**src/rtl/wb_commit_unit.sv**
```systemverilog
// ---------------------------------------------------------------------------
// wb_commit_unit
//
// Write-back sink for the MEM/WB latch. Commits GPR, HI/LO and LLbit writes,
// serves the two ID-stage register read ports with same-cycle bypass of the
// instruction now in WB, and records every committed GPR write in a small
// commit-trace FIFO drained over a valid/ready port. When the FIFO is full and
// cannot drain this cycle, the commit is held and stallreq_wb asks ctrl to
// freeze the pipeline so the same WB instruction retries next cycle.
//
// Parameters
//   TRACE_DEPTH    trace FIFO entries (power of 2, >= 2)
//   TRACE_EN       1: trace FIFO active; 0: never pushes, stallreq_wb stays 0
//
// Ports
//   clk, rst              clock (rising edge), async active-high reset
//   wb_wd/wreg/wdata      GPR write address / enable / data
//   wb_pc                 PC of the WB instruction (trace only)
//   wb_hi/lo/whilo        HI/LO write data and enable
//   wb_LLbit_we/value     LLbit write enable and value
//   flush                 exception flush, clears LLbit
//   re1/raddr1/rdata1     read port 1 (combinational)
//   re2/raddr2/rdata2     read port 2 (combinational)
//   hi_o/lo_o/LLbit_o     HI/LO/LLbit with bypass of the WB write
//   trace_valid/ready     trace FIFO head handshake
//   trace_data            {pc[31:0], wd[4:0], wdata[31:0]} of FIFO head
//   stallreq_wb           hold request to ctrl
// ---------------------------------------------------------------------------
module wb_commit_unit #(
  parameter int TRACE_DEPTH = 4,
  parameter int TRACE_EN    = 1
) (
  input  logic        clk,
  input  logic        rst,
  input  logic [4:0]  wb_wd,
  input  logic        wb_wreg,
  input  logic [31:0] wb_wdata,
  input  logic [31:0] wb_pc,
  input  logic [31:0] wb_hi,
  input  logic [31:0] wb_lo,
  input  logic        wb_whilo,
  input  logic        wb_LLbit_we,
  input  logic        wb_LLbit_value,
  input  logic        flush,
  input  logic        re1,
  input  logic [4:0]  raddr1,
  input  logic        re2,
  input  logic [4:0]  raddr2,
  output logic [31:0] rdata1,
  output logic [31:0] rdata2,
  output logic [31:0] hi_o,
  output logic [31:0] lo_o,
  output logic        LLbit_o,
  output logic        trace_valid,
  input  logic        trace_ready,
  output logic [68:0] trace_data,
  output logic        stallreq_wb
);

  localparam int PTR_W   = $clog2(TRACE_DEPTH);
  localparam int CNT_W   = PTR_W + 1;
  localparam int ENTRY_W = 69;

  // Architectural state. Entry 0 of the GPR array is never written, so $0
  // stays zero and reads of it are forced to zero anyway.
  logic [31:0]        gpr_q [32];
  logic [31:0]        hi_q;
  logic [31:0]        lo_q;
  logic               llbit_q;
  logic               llbit_d;

  // Trace FIFO state.
  logic [ENTRY_W-1:0] fifo_q [TRACE_DEPTH];
  logic [PTR_W-1:0]   wr_ptr_q, wr_ptr_d;
  logic [PTR_W-1:0]   rd_ptr_q, rd_ptr_d;
  logic [CNT_W-1:0]   count_q, count_d;

  logic               gpr_we;
  logic               push_req;
  logic               pop;
  logic               full;
  logic               hold;
  logic               commit;
  logic               push;

  // A commit wants a trace slot only when it really changes a GPR.
  assign gpr_we   = wb_wreg && (wb_wd != 5'd0);
  assign push_req = (TRACE_EN != 0) && gpr_we;
  assign pop      = trace_valid && trace_ready;
  assign full     = (count_q == CNT_W'(TRACE_DEPTH));

  // A simultaneous pop frees the slot, so a full FIFO only blocks when the
  // consumer is not taking the head this cycle.
  assign hold        = push_req && full && !pop;
  assign commit      = !hold;
  assign push        = push_req && commit;
  assign stallreq_wb = hold;

  assign trace_valid = (count_q != '0);
  assign trace_data  = fifo_q[rd_ptr_q];

  // Read ports: $0 and disabled ports read zero; the WB write is forwarded
  // even while held, because the reader is stalled behind the same hold.
  always_comb begin
    rdata1 = 32'd0;
    if (re1 && (raddr1 != 5'd0)) begin
      if (wb_wreg && (raddr1 == wb_wd)) rdata1 = wb_wdata;
      else                               rdata1 = gpr_q[raddr1];
    end
  end

  always_comb begin
    rdata2 = 32'd0;
    if (re2 && (raddr2 != 5'd0)) begin
      if (wb_wreg && (raddr2 == wb_wd)) rdata2 = wb_wdata;
      else                               rdata2 = gpr_q[raddr2];
    end
  end

  // HI/LO and LLbit views include the value about to be committed.
  always_comb begin
    hi_o = wb_whilo ? wb_hi : hi_q;
    lo_o = wb_whilo ? wb_lo : lo_q;
  end

  always_comb begin
    LLbit_o = llbit_q;
    if (flush)            LLbit_o = 1'b0;
    else if (wb_LLbit_we) LLbit_o = wb_LLbit_value;
  end

  // Flush clears LLbit ahead of any LL/SC update in the same cycle.
  always_comb begin
    llbit_d = llbit_q;
    if (commit) begin
      if (flush)            llbit_d = 1'b0;
      else if (wb_LLbit_we) llbit_d = wb_LLbit_value;
    end
  end

  // FIFO pointer/count next state; pointers wrap naturally at PTR_W bits.
  always_comb begin
    wr_ptr_d = wr_ptr_q;
    rd_ptr_d = rd_ptr_q;
    count_d  = count_q;
    if (push) wr_ptr_d = wr_ptr_q + PTR_W'(1);
    if (pop)  rd_ptr_d = rd_ptr_q + PTR_W'(1);
    case ({push, pop})
      2'b10:   count_d = count_q + CNT_W'(1);
      2'b01:   count_d = count_q - CNT_W'(1);
      default: count_d = count_q;
    endcase
  end

  // Architectural registers: all writes are suppressed while holding.
  always_ff @(posedge clk or posedge rst) begin
    if (rst) begin
      for (int i = 0; i < 32; i++) gpr_q[i] <= 32'd0;
      hi_q    <= 32'd0;
      lo_q    <= 32'd0;
      llbit_q <= 1'b0;
    end else begin
      if (commit && gpr_we) gpr_q[wb_wd] <= wb_wdata;
      if (commit && wb_whilo) begin
        hi_q <= wb_hi;
        lo_q <= wb_lo;
      end
      llbit_q <= llbit_d;
    end
  end

  // Trace FIFO storage and pointers; reset drops every queued entry.
  always_ff @(posedge clk or posedge rst) begin
    if (rst) begin
      for (int i = 0; i < TRACE_DEPTH; i++) fifo_q[i] <= '0;
      wr_ptr_q <= '0;
      rd_ptr_q <= '0;
      count_q  <= '0;
    end else begin
      if (push) fifo_q[wr_ptr_q] <= {wb_pc, wb_wd, wb_wdata};
      wr_ptr_q <= wr_ptr_d;
      rd_ptr_q <= rd_ptr_d;
      count_q  <= count_d;
    end
  end

endmodule
```
**config.mk**
```make
export PLATFORM = sky130hd
export DESIGN_NAME = wb_commit_unit
export DESIGN_NICKNAME = d
export VERILOG_FILES = /design/src/rtl/wb_commit_unit.sv
export SDC_FILE = /design/constraint.sdc
export NUM_CORES = 2
export LEC_CHECK = 0
export CAP_MARGIN = 20
export CORE_MARGIN = 3
export CORE_UTILIZATION = 52
export DETAILED_ROUTE_END_ITERATION = 10
export GPL_TIMING_DRIVEN = 0
export HOLD_SLACK_MARGIN = 0.03
export PLACE_DENSITY_LB_ADDON = 0.08
export SLEW_MARGIN = 20
export SYNTH_ARGS = -nofsm -noshare
export SYNTH_HDL_FRONTEND = slang
export SYNTH_SLANG_ARGS = --single-unit
export TNS_END_PERCENT = 1
```
**constraint.sdc**
```tcl
create_clock -name clk -period 59.3 [get_ports clk]
set_input_delay 11.86 -clock clk [delete_from_list [all_inputs] [get_ports clk]]
set_output_delay 11.86 -clock clk [all_outputs]
set_load 0.01 [all_outputs]
```
## Yosys cells after proc, flatten, opt, wreduce, memory -nomap -nowiden

Cells that the tools add are included.

- Register bits after elaboration: 1,372
- Input bits: 153
- Word-level logic and storage cells: 106

- Add/sub/neg operators: 4
- $lt $le $gt $ge: 7
- Equality and inequality tests: 5
- Multiplexer cells: 24
- Bitwise gates (word level): 5
- Reduce and logical (&&, ||, !) cells: 19

Operators by type and width:

| cell | number |
|---|---|
| $bwmux 1024 | 1 |
| $mux 32 | 11 |
| $bmux 32 s5 | 2 |
| $bwmux 276 | 1 |
| $mux 69 | 3 |
| $demux 32 s5 | 1 |
| $bmux 69 s2 | 1 |
| $demux 69 s2 | 1 |
| $ge 6x6->1 const B | 3 |
| $not 5->6 | 3 |
| $reduce_bool 5->1 | 3 |
| $logic_and 1x1->1 | 12 |
| $eq 5x5->1 | 2 |
| $ge 3x3->1 const B | 2 |
| $lt 6x1->1 const B | 1 |
| $not 2->3 | 2 |
| $pmux 3 s2 | 1 |
| $add 2x1->2 const B | 2 |
| $add 3x1->3 const B | 1 |
| $eq 3x3->1 const B | 1 |
| $lt 3x1->1 const B | 1 |
| $reduce_bool 3->1 | 1 |
| $sub 3x1->3 const B | 1 |
| $eq 2x1->1 const B | 1 |
| 4 further kinds | 6 |

## Longest topological paths before layout

- Depth after elaboration: 8
- Gate-level depth with buffers: 11
- Mapped depth without buffers: 9

## Least setup slack after synthesis

No wires, ideal clock.

- Path kind: input to output
- Start: input port raddr2[0]
- End: output port rdata2[10]
- Data arrival time: 13.403 ns
- Required time: 47.440 ns
- Slack: 34.037 ns
- Stages on the path: 8
- Path buffers: 3
- Path through: buf_2 > buf_6 > buf_4 > mux4_2 > mux2_2 > nand2_1 > o211ai_1 > o2111a_1

- Longest elaborated chain between the ends: 6
- Elaborated cells on any way between the ends: 10
- Classes of those cells: eq/ne (1); mux (5); bitwise (1); reduce/logical (3)

RTL lines:

| what | line | source |
|---|---|---|
| start: declaration | 48 | `input logic [4:0] raddr2,` |
| $not 5->6 (implied by the code) | 116 | `else rdata2 = gpr_q[raddr2];` |
| $bmux 32 s5 | 116 |  |
| $mux 32 (implied by the code) (2 in series) | 116 |  |
| $mux 32 | 115 | `if (wb_wreg && (raddr2 == wb_wd)) rdata2 = wb_wdata;` |
| $mux 32 * | 114 | `if (re2 && (raddr2 != 5'd0)) begin` |
| end: declaration | 50 | `output logic [31:0] rdata2,` |

Every way passes the cells marked *; elsewhere a longest branch is shown, timed or not. The select of a mux whose other input is x is not followed.

## Worst setup path after layout

- Start: input port raddr1[2]
- End: output port rdata1[30]

- Longest elaborated chain between the ends: 6
- Elaborated cells on any way between the ends: 10
- Classes of those cells: eq/ne (1); mux (5); bitwise (1); reduce/logical (3)

RTL lines:

| what | line | source |
|---|---|---|
| start: declaration | 46 | `input logic [4:0] raddr1,` |
| $not 5->6 (implied by the code) | 108 | `else rdata1 = gpr_q[raddr1];` |
| $bmux 32 s5 | 108 |  |
| $mux 32 (implied by the code) (2 in series) | 108 |  |
| $mux 32 | 107 | `if (wb_wreg && (raddr1 == wb_wd)) rdata1 = wb_wdata;` |
| $mux 32 * | 106 | `if (re1 && (raddr1 != 5'd0)) begin` |
| end: declaration | 49 | `output logic [31:0] rdata1,` |

Marked as above.

==> run_results.csv <==
group,metric,value,unit
timing,relSlewSlack,11.3,%
synthesis,syn_area,0.0703,mm^2
setup_path,r2r_cells,6,
die,core-area,0.134,mm^2
setup_path,critical-path-top-delay-family,"buffers and inverters",
pwr,swShare,29.3,%
pwr,combPwrFrac,29.7,%
timing,fmax,35.2,MHz
route,num_vias,48000,
pwr,leakage,34.8,nW
setup_path,slowest_stage,"clkdlybuf4s50_1",
setup_path,critical_path_required,47440,ps
timing,hold_ws,477,ps
synthesis,yosys-top-cells-area,"dfrtp_1, mux2_2, mux4_2",
placement,dpl_cell_area,0.0763,mm^2
timing,skew,32.4,ps
timing,drv_slew,0,
pwr,p_seq_share,41.0,%
timing,rsz0062_at_grt,"false",
synthesis,synthArstFlopShare,100,%
setup_path,cp_max_fo,10,
timing,fin_crit,28420,ps
cts,clock_latency,810,ps
run_status,status,"completed",
die,die-area,0.140,mm^2
pwr,powerDensity,41.1,mW/mm^2
die,initial_core_util,52.5,%
synthesis,ys.flop_type,"dfrtp_1",
cts,cts_root_buf,"clkbuf_16",
setup_path,critical_path_class,"in -> out",
final_layout,nNetsFinal,5161,
pwr,clockPowerShare,29.4,%
global_routing,grt_pass1_wl,372,mm
final_layout,syn2layout_area_growth,16.0,%
setup_path,r2r-start,"count_q[0]$_DFFE_PP0P_",
cts,clkTransAtPathRegs,60,ps
cts,h-tree-depth,4,
setup_path,end_kind,"output pin",
setup_path,rrSetupSlack,56410,ps
run,cap_violations,0,
synthesis,synth_seq_cells,1372,
pwr,power.switching,0.981,mW
setup_path,startpoint_type,"input port",
die,placementRows,134,
cts,clock-sinks,1372,
synthesis,yosys.cell_types.count,46,
timing,worst_pin_slew,1330,ps
cts,clk_path_buf_depth,3,
pwr,intPower,2.37,mW
worst_hold_path,hp-class,"reg -> reg",
final_layout,layout_commonest_cell,"dfrtp_1",
synthesis,syn-num-nets,4667,
global_routing,antenna_found_initial,13,
worst_hold_path,holdPathEnd,"gpr_q[999]$_DFFE_PP0P_",
synthesis,syn_avg_cell_area,15.6,um^2
placement,io_buffers,313,
global_routing,grt_pass1_vias,48700,
setup_path,worstPathArrival,16560,ps
placement,dp_cells,6613,
cts,hold_buffers,0,
cts,postCtsSetupBuffers,0,
worst_hold_path,hold_start,"gpr_q[999]$_DFFE_PP0P_",
pwr,ir_drop,0.0000364,V
cts,cts_tree,"yes",
route,drtAntennaViolNets,0,
placement,routabilityCongestion,0.989,
setup_path,worst_r2r_endpoint,"gpr_q[792]$_DFFE_PP0P_",
global_routing,gr-usage-all-layers,38.3,%
timing,setup_tns,0,ps
worst_hold_path,hold_depth,1,
route,drt_iter0_markers,5462,
timing,setup_viol,0,
final_layout,finish.utilization,60.9,%
setup_path,crit_path_frequent_cell,"buf_2",
pwr,power,3.35,mW
die,die_width,374,um
cts,cts_resized,0,
route,wl,266,mm
synthesis,seq_area_frac_synth,48.8,%
placement,dp_slack,31320,ps
final_layout,stdcell_count,6899,
synthesis,synth-edff-count,0,
setup_path,path_depth,10,
final_layout,drive_gt1_share,48.3,%
timing,period_share,47.9,%
setup_path,slowest_delay,710,ps
final_layout,final_cell_mix,"dfrtp_1, mux2_2, mux4_2, clkdlybuf4s50_1, clkbuf_1",
synthesis,netlist.area_leader.share,48.8,%
global_routing,grt_max_degree,107,
synthesis,yosysTopAreaCell,"dfrtp_1",
die,die_h,374,um
setup_path,crit_buf_inv,6,
synthesis,yosysWarnings,0,
route,drt_pass1_iterations,8,
final_layout,n_fill_cell,10400,
cts,cts_inserted_buffers,153,
timing,setup_slack,30880,ps
final_layout,multiInputGateArea,0.0335,mm^2
placement,hpwl,181,mm
timing,finalHoldViolCount,0,
route,post_drt_wl_per_cell,38.6,um
setup_path,crit_chain,"clkdlybuf4s50_1 > buf_2 > buf_2 > buf_2 > buf_2 > nand2_1 > o22ai_1 > o31ai_1 > o22ai_1 > clkdlybuf4s50_1",
final_layout,design_area,0.0815,mm^2
die,ioPinCount,353,
route,drc,0,
route,via_per_inst,6.95,
final_layout,regArea,0.0343,mm^2
synthesis,synth_cells,4508,
global_routing,grt.overflow.total,0,
kinds of logic after synthesis:
| kind of cell | Yosys count | share of synthesized area, % |
|---|---|---|
| adder cells (fa/ha/maj) | 6 | 0.117 |
| flip-flops | 1372 | 48.8 |
| multiplexers | 2109 | 42.9 |
| XOR/XNOR | 16 | 0.199 |
| AO/OA/AOI/OAI | 329 | 3.40 |
| AND/OR/NAND/NOR | 148 | 1.00 |
| buffers and inverters | 528 | 3.49 |
area by class of cell:
class / count / area share (%)
Sequential cell: 1372 / 42.1
Multi-Input combinational cell: 2608 / 41.1
Clock buffer: 228 / 5.64
Timing Repair Buffer: 339 / 4.65
Buffer: 518 / 3.05
Tap cell: 1768 / 2.71
Clock inverter: 46 / 0.657
Inverter: 10 / 0.0552
Antenna cell: 10 / 0.0307
power groups by stage:
stage | clock [mW] | combinational, mW | sequential [mW]
floorplan | 0 | 0.673 | 1.33
global placement | 0 | 0.968 | 1.38
detailed placement | 0 | 0.989 | 1.38
CTS | 0.990 | 0.994 | 1.36
global route | 1.03 | 1.05 | 1.40
finish | 0.984 | 0.993 | 1.37
synthesized netlist by cell type, types with 2 or more instances:
library cell	instances
o22ai_1	128
ha_1	5
buf_2	173
and3_1	8
o21ai_1	2
mux2_1	135
inv_1	10
nand2_2	5
o211ai_1	63
xor2_1	13
mux2i_1	69
nor3b_1	3
o21ai_0	62
mux2_2	1325
nor2_1	10
or2_2	2
dfrtp_1	1372
buf_1	49
xnor2_1	3
buf_4	46
mux4_2	580
nor4_2	2
buf_6	11
o41a_1	2
nor2_4	3
nand2b_1	6
o2111a_1	63
a21oi_1	3
clkbuf_1	239
nand2_1	99
a21boi_1	2
worst max path at each step:
stage	startpoint	to	slack, ps
after floorplan	rst	count_q[0]$_DFFE_PP0P_	8760
after global placement	rst	gpr_q[978]$_DFFE_PP0P_	-8350
after detailed placement	raddr1[2]	rdata1[30]	31320
after CTS	raddr1[2]	rdata1[30]	31300
after global routing	raddr1[2]	rdata1[30]	31140
final	raddr1[2]	rdata1[30]	30880
state kept, by name, indices dropped and copies added, names as in the netlist:
register  count
count_q       3
fifo_q      276
gpr_q      1024
hi_q         32
llbit_q       1
lo_q         32
rd_ptr_q      2
wr_ptr_q      2
routing by layer:
metal	wire, um	vias to the layer above	part of all wire, %	GRT usage (%)
li1	-	18400	-	-
met1	98100	25600	37	48.4
met2	114000	3128	43	54.7
met3	33300	868	13	15.5
met4	20200	16	7.6	23.9
met5	429	-	0.16	1.68
No activity file was read; power rests on OpenSTA's default activity.
